<file path="src/rtl/axi_lite_arbiter_if.sv">
// AXI-Lite master-side bus bundle used between the arbiter and its downstream slave.
interface axi_lite_arbiter_if;
   logic [31:0] awaddr;
   logic        awvalid;
   logic        awready;
   logic [31:0] wdata;
   logic [3:0]  wstrb;
   logic        wvalid;
   logic        wready;
   logic [1:0]  bresp;
   logic        bvalid;
   logic        bready;
   logic [31:0] araddr;
   logic        arvalid;
   logic        arready;
   logic [31:0] rdata;
   logic [1:0]  rresp;
   logic        rvalid;
   logic        rready;

   modport master (
      output awaddr, awvalid, wdata, wstrb, wvalid, bready, araddr, arvalid, rready,
      input  awready, wready, bresp, bvalid, arready, rdata, rresp, rvalid
   );

   modport slave (
      input  awaddr, awvalid, wdata, wstrb, wvalid, bready, araddr, arvalid, rready,
      output awready, wready, bresp, bvalid, arready, rdata, rresp, rvalid
   );
endinterface

</file>
<file path="src/rtl/axi_lite_arbiter.sv">
// Two-requester round-robin arbiter in front of a single AXI-Lite master port.
//
// state      | meaning
// IDLE       | waiting for a request; grants combinationally
// WRITE      | AW and W channels active until each handshakes
// WRITE_RESP | waiting for B response
// READ       | AR channel active until handshake
// READ_RESP  | waiting for R response
module axi_lite_arbiter (
   input  logic                aclk,
   input  logic                areset,
   input  logic [1:0]          req_valid,
   input  logic [1:0]          req_write,
   input  logic [63:0]         req_addr,
   input  logic [63:0]         req_wdata,
   input  logic [7:0]          req_wstrb,
   output logic [1:0]          req_ready,
   output logic [1:0]          resp_valid,
   output logic [31:0]         resp_rdata,
   output logic                resp_err,
   axi_lite_arbiter_if.master  m
);

   typedef enum logic [2:0] {
      IDLE, WRITE, WRITE_RESP, READ, READ_RESP
   } state_t;

   state_t      state, state_nxt;
   logic        last_grant;
   logic        grant;
   logic        aw_done, w_done;
   logic        aw_hs, w_hs;
   logic [31:0] addr_q, wdata_q;
   logic [3:0]  wstrb_q;
   logic        unused_resp_lsb;

   assign unused_resp_lsb = ^{m.bresp[0], m.rresp[0]};

   assign m.awaddr = addr_q;
   assign m.araddr = addr_q;
   assign m.wdata  = wdata_q;
   assign m.wstrb  = wstrb_q;

   always_comb begin
      grant     = (req_valid == 2'b11) ? ~last_grant : req_valid[1];
      state_nxt = state;
      req_ready = 2'b00;
      m.awvalid = 1'b0;
      m.wvalid  = 1'b0;
      m.bready  = 1'b0;
      m.arvalid = 1'b0;
      m.rready  = 1'b0;
      aw_hs     = 1'b0;
      w_hs      = 1'b0;
      case (state)
         IDLE: begin
            if (|req_valid) begin
               req_ready = grant ? 2'b10 : 2'b01;
               state_nxt = req_write[grant] ? WRITE : READ;
            end
         end
         WRITE: begin
            m.awvalid = ~aw_done;
            m.wvalid  = ~w_done;
            aw_hs     = m.awvalid & m.awready;
            w_hs      = m.wvalid & m.wready;
            // Either channel may finish first, or both in the same cycle.
            if ((aw_done | aw_hs) && (w_done | w_hs))
               state_nxt = WRITE_RESP;
         end
         WRITE_RESP: begin
            m.bready = 1'b1;
            if (m.bvalid)
               state_nxt = IDLE;
         end
         READ: begin
            m.arvalid = 1'b1;
            if (m.arready)
               state_nxt = READ_RESP;
         end
         READ_RESP: begin
            m.rready = 1'b1;
            if (m.rvalid)
               state_nxt = IDLE;
         end
         default: state_nxt = IDLE;
      endcase
   end

   always_ff @(posedge aclk) begin
      if (areset) begin
         state      <= IDLE;
         last_grant <= 1'b1;
         aw_done    <= 1'b0;
         w_done     <= 1'b0;
         addr_q     <= 32'h0;
         wdata_q    <= 32'h0;
         wstrb_q    <= 4'h0;
         resp_valid <= 2'b00;
         resp_rdata <= 32'h0;
         resp_err   <= 1'b0;
      end else begin
         state      <= state_nxt;
         resp_valid <= 2'b00;
         case (state)
            IDLE: begin
               if (|req_valid) begin
                  addr_q     <= grant ? req_addr[63:32]  : req_addr[31:0];
                  wdata_q    <= grant ? req_wdata[63:32] : req_wdata[31:0];
                  wstrb_q    <= grant ? req_wstrb[7:4]   : req_wstrb[3:0];
                  last_grant <= grant;
                  aw_done    <= 1'b0;
                  w_done     <= 1'b0;
               end
            end
            WRITE: begin
               if (aw_hs) aw_done <= 1'b1;
               if (w_hs)  w_done  <= 1'b1;
            end
            WRITE_RESP: begin
               if (m.bvalid) begin
                  resp_valid <= last_grant ? 2'b10 : 2'b01;
                  resp_rdata <= 32'h0;
                  resp_err   <= m.bresp[1];
               end
            end
            READ_RESP: begin
               if (m.rvalid) begin
                  resp_valid <= last_grant ? 2'b10 : 2'b01;
                  resp_rdata <= m.rdata;
                  resp_err   <= m.rresp[1];
               end
            end
            default: ;
         endcase
      end
   end

endmodule

</file>
<file path="src/flat_wrapper.sv">
// flat-port wrapper written by rule: the top's interface ports become plain ports
module axi_lite_arbiter_flat 
  (aclk, areset, req_valid, req_write, req_addr, req_wdata, req_wstrb, req_ready, resp_valid, resp_rdata, resp_err, m_awaddr, m_awvalid, m_wdata, m_wstrb, m_wvalid, m_bready, m_araddr, m_arvalid, m_rready, m_awready, m_wready, m_bresp, m_bvalid, m_arready, m_rdata, m_rresp, m_rvalid);
  axi_lite_arbiter_if m_i ();
  input  logic aclk;
  input  logic areset;
  input  logic [1:0] req_valid;
  input  logic [1:0] req_write;
  input  logic [63:0] req_addr;
  input  logic [63:0] req_wdata;
  input  logic [7:0] req_wstrb;
  output logic [1:0] req_ready;
  output logic [1:0] resp_valid;
  output logic [31:0] resp_rdata;
  output logic resp_err;
  output wire logic [$bits(m_i.awaddr)-1:0] m_awaddr;
  output wire logic [$bits(m_i.awvalid)-1:0] m_awvalid;
  output wire logic [$bits(m_i.wdata)-1:0] m_wdata;
  output wire logic [$bits(m_i.wstrb)-1:0] m_wstrb;
  output wire logic [$bits(m_i.wvalid)-1:0] m_wvalid;
  output wire logic [$bits(m_i.bready)-1:0] m_bready;
  output wire logic [$bits(m_i.araddr)-1:0] m_araddr;
  output wire logic [$bits(m_i.arvalid)-1:0] m_arvalid;
  output wire logic [$bits(m_i.rready)-1:0] m_rready;
  input wire logic [$bits(m_i.awready)-1:0] m_awready;
  input wire logic [$bits(m_i.wready)-1:0] m_wready;
  input wire logic [$bits(m_i.bresp)-1:0] m_bresp;
  input wire logic [$bits(m_i.bvalid)-1:0] m_bvalid;
  input wire logic [$bits(m_i.arready)-1:0] m_arready;
  input wire logic [$bits(m_i.rdata)-1:0] m_rdata;
  input wire logic [$bits(m_i.rresp)-1:0] m_rresp;
  input wire logic [$bits(m_i.rvalid)-1:0] m_rvalid;
  assign m_awaddr = m_i.awaddr;
  assign m_awvalid = m_i.awvalid;
  assign m_wdata = m_i.wdata;
  assign m_wstrb = m_i.wstrb;
  assign m_wvalid = m_i.wvalid;
  assign m_bready = m_i.bready;
  assign m_araddr = m_i.araddr;
  assign m_arvalid = m_i.arvalid;
  assign m_rready = m_i.rready;
  assign m_i.awready = m_awready;
  assign m_i.wready = m_wready;
  assign m_i.bresp = m_bresp;
  assign m_i.bvalid = m_bvalid;
  assign m_i.arready = m_arready;
  assign m_i.rdata = m_rdata;
  assign m_i.rresp = m_rresp;
  assign m_i.rvalid = m_rvalid;
  axi_lite_arbiter u_core (.aclk(aclk), .areset(areset), .req_valid(req_valid), .req_write(req_write), .req_addr(req_addr), .req_wdata(req_wdata), .req_wstrb(req_wstrb), .req_ready(req_ready), .resp_valid(resp_valid), .resp_rdata(resp_rdata), .resp_err(resp_err), .m(m_i));
endmodule
</file>
<file path="config.mk">
export PLATFORM = sky130hd
export DESIGN_NAME = axi_lite_arbiter_flat
export DESIGN_NICKNAME = d
export VERILOG_FILES = /design/src/rtl/axi_lite_arbiter_if.sv /design/src/rtl/axi_lite_arbiter.sv /design/src/flat_wrapper.sv
export SDC_FILE = /design/constraint.sdc
export NUM_CORES = 1
export LEC_CHECK = 0
export BUFFER_PORTS_ARGS = -buffer_cell sky130_fd_sc_hd__buf_2
export CORE_AREA = 2 2 127 129
export CTS_CLUSTER_SIZE = 20
export DETAILED_ROUTE_END_ITERATION = 6
export DIE_AREA = 0 0 129 131
export PLACE_DENSITY_LB_ADDON = 0.1
export SYNTH_ARGS = -nofsm -noshare
export SYNTH_HDL_FRONTEND = slang
export SYNTH_SLANG_ARGS = --single-unit
</file>
<file path="constraint.sdc">
create_clock -name aclk -period 3.1 [get_ports aclk]
set_input_delay 0.31 -clock aclk [delete_from_list [all_inputs] [get_ports aclk]]
set_output_delay 0.31 -clock aclk [all_outputs]
set_load 0.02 [all_outputs]
</file>
==> impl_metrics.yaml <==
logic_synthesis:
  synth_edf_count: 0
  synth_nets: 632
  async_flop_share_pct: 0
  synth.top_cell.area_share_pct: 50.2
  synth_cells: 449
  ys_warn_count: 0
  ys_seq_elements: 109
  syn-cell-area_sq_um: 4340
  synth.area.top_cells: "dfxtp_1, a222oi_1, nor2_1, buf_4, a22oi_1"
  synth.largest_area_cell: "dfxtp_1"
  synth.distinct_cells: 36
  synth_ff_type: "dfxtp_1"
  seq_area_frac_synth_pct: 50.2
  avgSynthCellArea_sq_um: 9.68
die:
  die_y_um: 131
  num_rows: 46
  die_w_um: 129
  io_pins: 325
  core_area_sq_um: 15600
  dieArea_sq_um: 16900
  initial_utilization_pct: 27.9
finish:
  final_common_cell: "buf_2"
  layout.nets: 895
  instances_no_fill: 934
  mostFrequentLayoutCells: "buf_2, dfxtp_1, nor2_1"
  layout-drive-gt1-share_pct: 49.2
  syn_to_final_growth_pct: 42.5
  final_cell_area_sq_um: 6190
worst_hold_path:
  hold_start: "m_rdata[20]"
  whs_endpoint: "u_core.resp_rdata[20]"
  hold_path_class: "input port to register"
  hold_depth: 3
critical_path:
  required_ns: 3.29
  end_kind: "register"
  ff2ff_path_depth: 4
  worst-path-max-fanout: 57
  timing.critical_path.from_type: "register"
  r2r-end: "u_core.m.wdata[24]"
  r2r_setup_slack_ns: 0.60
  worst_ep_arrival_time_ns: 2.69
  crit_type: "register to register"
  r2r_start: "u_core.state[2]"
sta:
  finalSetupViolations: 0
  fmax_ghz: 0.400
  finalClockSkew_ns: 0.00679
  tightest_slew_ns: 1.25
  worst_hold_slack_ns: 0.205
  period_share_pct: 80.6
  report.final.slew_viol_count: 0
  period_minus_slack_ns: 2.50
  rsz0062_at_grt: "false"
  setup_tns_ns: 0
  hold_violations: 0
  relSlewSlack_pct: 16.9
pwr:
  comb_power_share_pct: 30.5
  p_seq_share_pct: 39.6
  ir_drop_mv: 0.300
  p_clk_share_pct: 29.9
  p_int_mw: 2.77
  power_density_nw_per_um2: 688
  p_leak_nw: 3.04
  switching_share_pct: 34.9
  switching_power_mw: 1.48
placement:
  place_congestion: 0.763
  hpwl_mm: 10.5
  place_area_sq_um: 5860
  io_buffers: 322
  place_inst: 917
clocking:
  cts_root_buf: "clkbuf_16"
  clock_latency_ns: 0.35
  post_cts.repair.setup_buffers: 0
  cts_resized: 0
  cts_tree: "yes"
  clk_pin_slew_ns: 0.08
  cts_sinks: 109
  cts_made_buffers: 9
  clk_path_buf_depth: 2
  htree_levels: 3
  hold_buffers: 0
global_routing:
  antenna_found_initial: 1
  grt_pass1_vias: 4100
  grt_usage_pct: 16.4
  gr-total-overflow: 0
  grt_pass1_wl_mm: 21.5
  grt_max_degree: 110
flow_run:
  maxCapViolations: 0
detailed_routing:
  drtIter0Drc: 441
  drcViolationCount: 9
  antenna_left: 0
  wl_per_cell_um: 16.0
  viasPerCell: 4.90
  vias: 4574
  wl_mm: 14.9
  dr.pass1.iters: 7
status:
  status: "complete, but fails checks"
  violations: "design-rule violations"
==> registers in the layout, summed over array words and instances, names as in the netlist <==
register,count
u_core.m.wdata,32
u_core.resp_rdata,32
u_core.resp_valid,2
u_core.m.wstrb,4
u_core.w_done,1
u_core.state,3
u_core.m.araddr,32
u_core.resp_err,1
u_core.aw_done,1
u_core.last_grant,1
==> power by group through the flow <==
stage	logic (mW)	clock network (mW)	registers [mW]
finish	1.30	1.27	1.69
global route	1.41	1.36	1.71
CTS	1.31	1.32	1.69
detailed placement	1.31	0	1.71
global placement	1.30	0	1.71
floorplan	0.767	0	1.88
==> critical path, cell delays in order, from the launching register on <==
cell and delay, ns:
dfxtp_1 0.42, or3_1 0.56, or2_2 0.76, a222oi_1 0.47
nor2_1 0.08
==> cells by family after synthesis <==
logic type | synth area share [%]
and+or+nand+nor | 12.7
DFF | 50.2
muxes | 3.51
buffers and inverters | 10.5
AOI/OAI and AO/OA | 23.0
==> how the worst max path moves through the flow <==
| stage | startpoint | end | slack [ns] | cells past startpoint |
|---|---|---|---|---|
| finish | u_core.state[2] | u_core.m.wdata[24] | 0.60 | 4 |
| global placement | u_core.state[2] | u_core.m.araddr[29] | 0.68 | 4 |
| CTS | u_core.state[2] | req_ready[1] | 0.56 | 3 |
| floorplan | u_core.state[2] | u_core.resp_rdata[23] | 1.21 | 6 |
| detailed placement | u_core.state[2] | u_core.m.araddr[29] | 0.62 | 4 |
| global route | u_core.state[2] | u_core.m.wdata[24] | 0.46 | 4 |
==> layout make-up <==
type,instances,area [sq um]
fill,1594,9410
sequential,109,2180
multi-input combinational,262,1720
timing repair buffer,329,1680
tap,216,270
clock buffer,9,225
clock inverter,7,104
inverter,1,3.75
antenna,1,2.50
==> stage by stage <==
| step | util [%] | power (mW) | worst slack (ns) |
|---|---|---|---|
| floorplan | - | 2.64 | 1.21 |
| global placement | 37.6 | 3.01 | 0.677 |
| detailed placement | 37.6 | 3.03 | 0.619 |
| CTS | 39.7 | 4.32 | 0.559 |
| global route | 39.7 | 4.48 | 0.457 |
| finish | 39.7 | 4.26 | 0.600 |
==> Yosys cell counts, types with 4 or more instances <==
cell type  number
a22oi_1        32
nor3_1         10
buf_2          14
mux2i_1        13
clkbuf_1       27
a222oi_1       56
a211oi_1       13
dfxtp_1       109
a21oi_1         4
nor2_1        104
buf_4          33
==> metal layers <==
| layer | vias to the layer above | part of all wire, % | track usage (%) |
|---|---|---|---|
| li1 | 2180 | - | - |
| met1 | 2159 | 40 | 19.6 |
| met2 | 211 | 49 | 27.8 |
| met3 | 24 | 8.1 | 4.19 |
| met4 | 0 | 2.5 | 7.42 |
| met5 | - | 0 | 0 |
No activity file was read; power rests on OpenSTA's default activity.
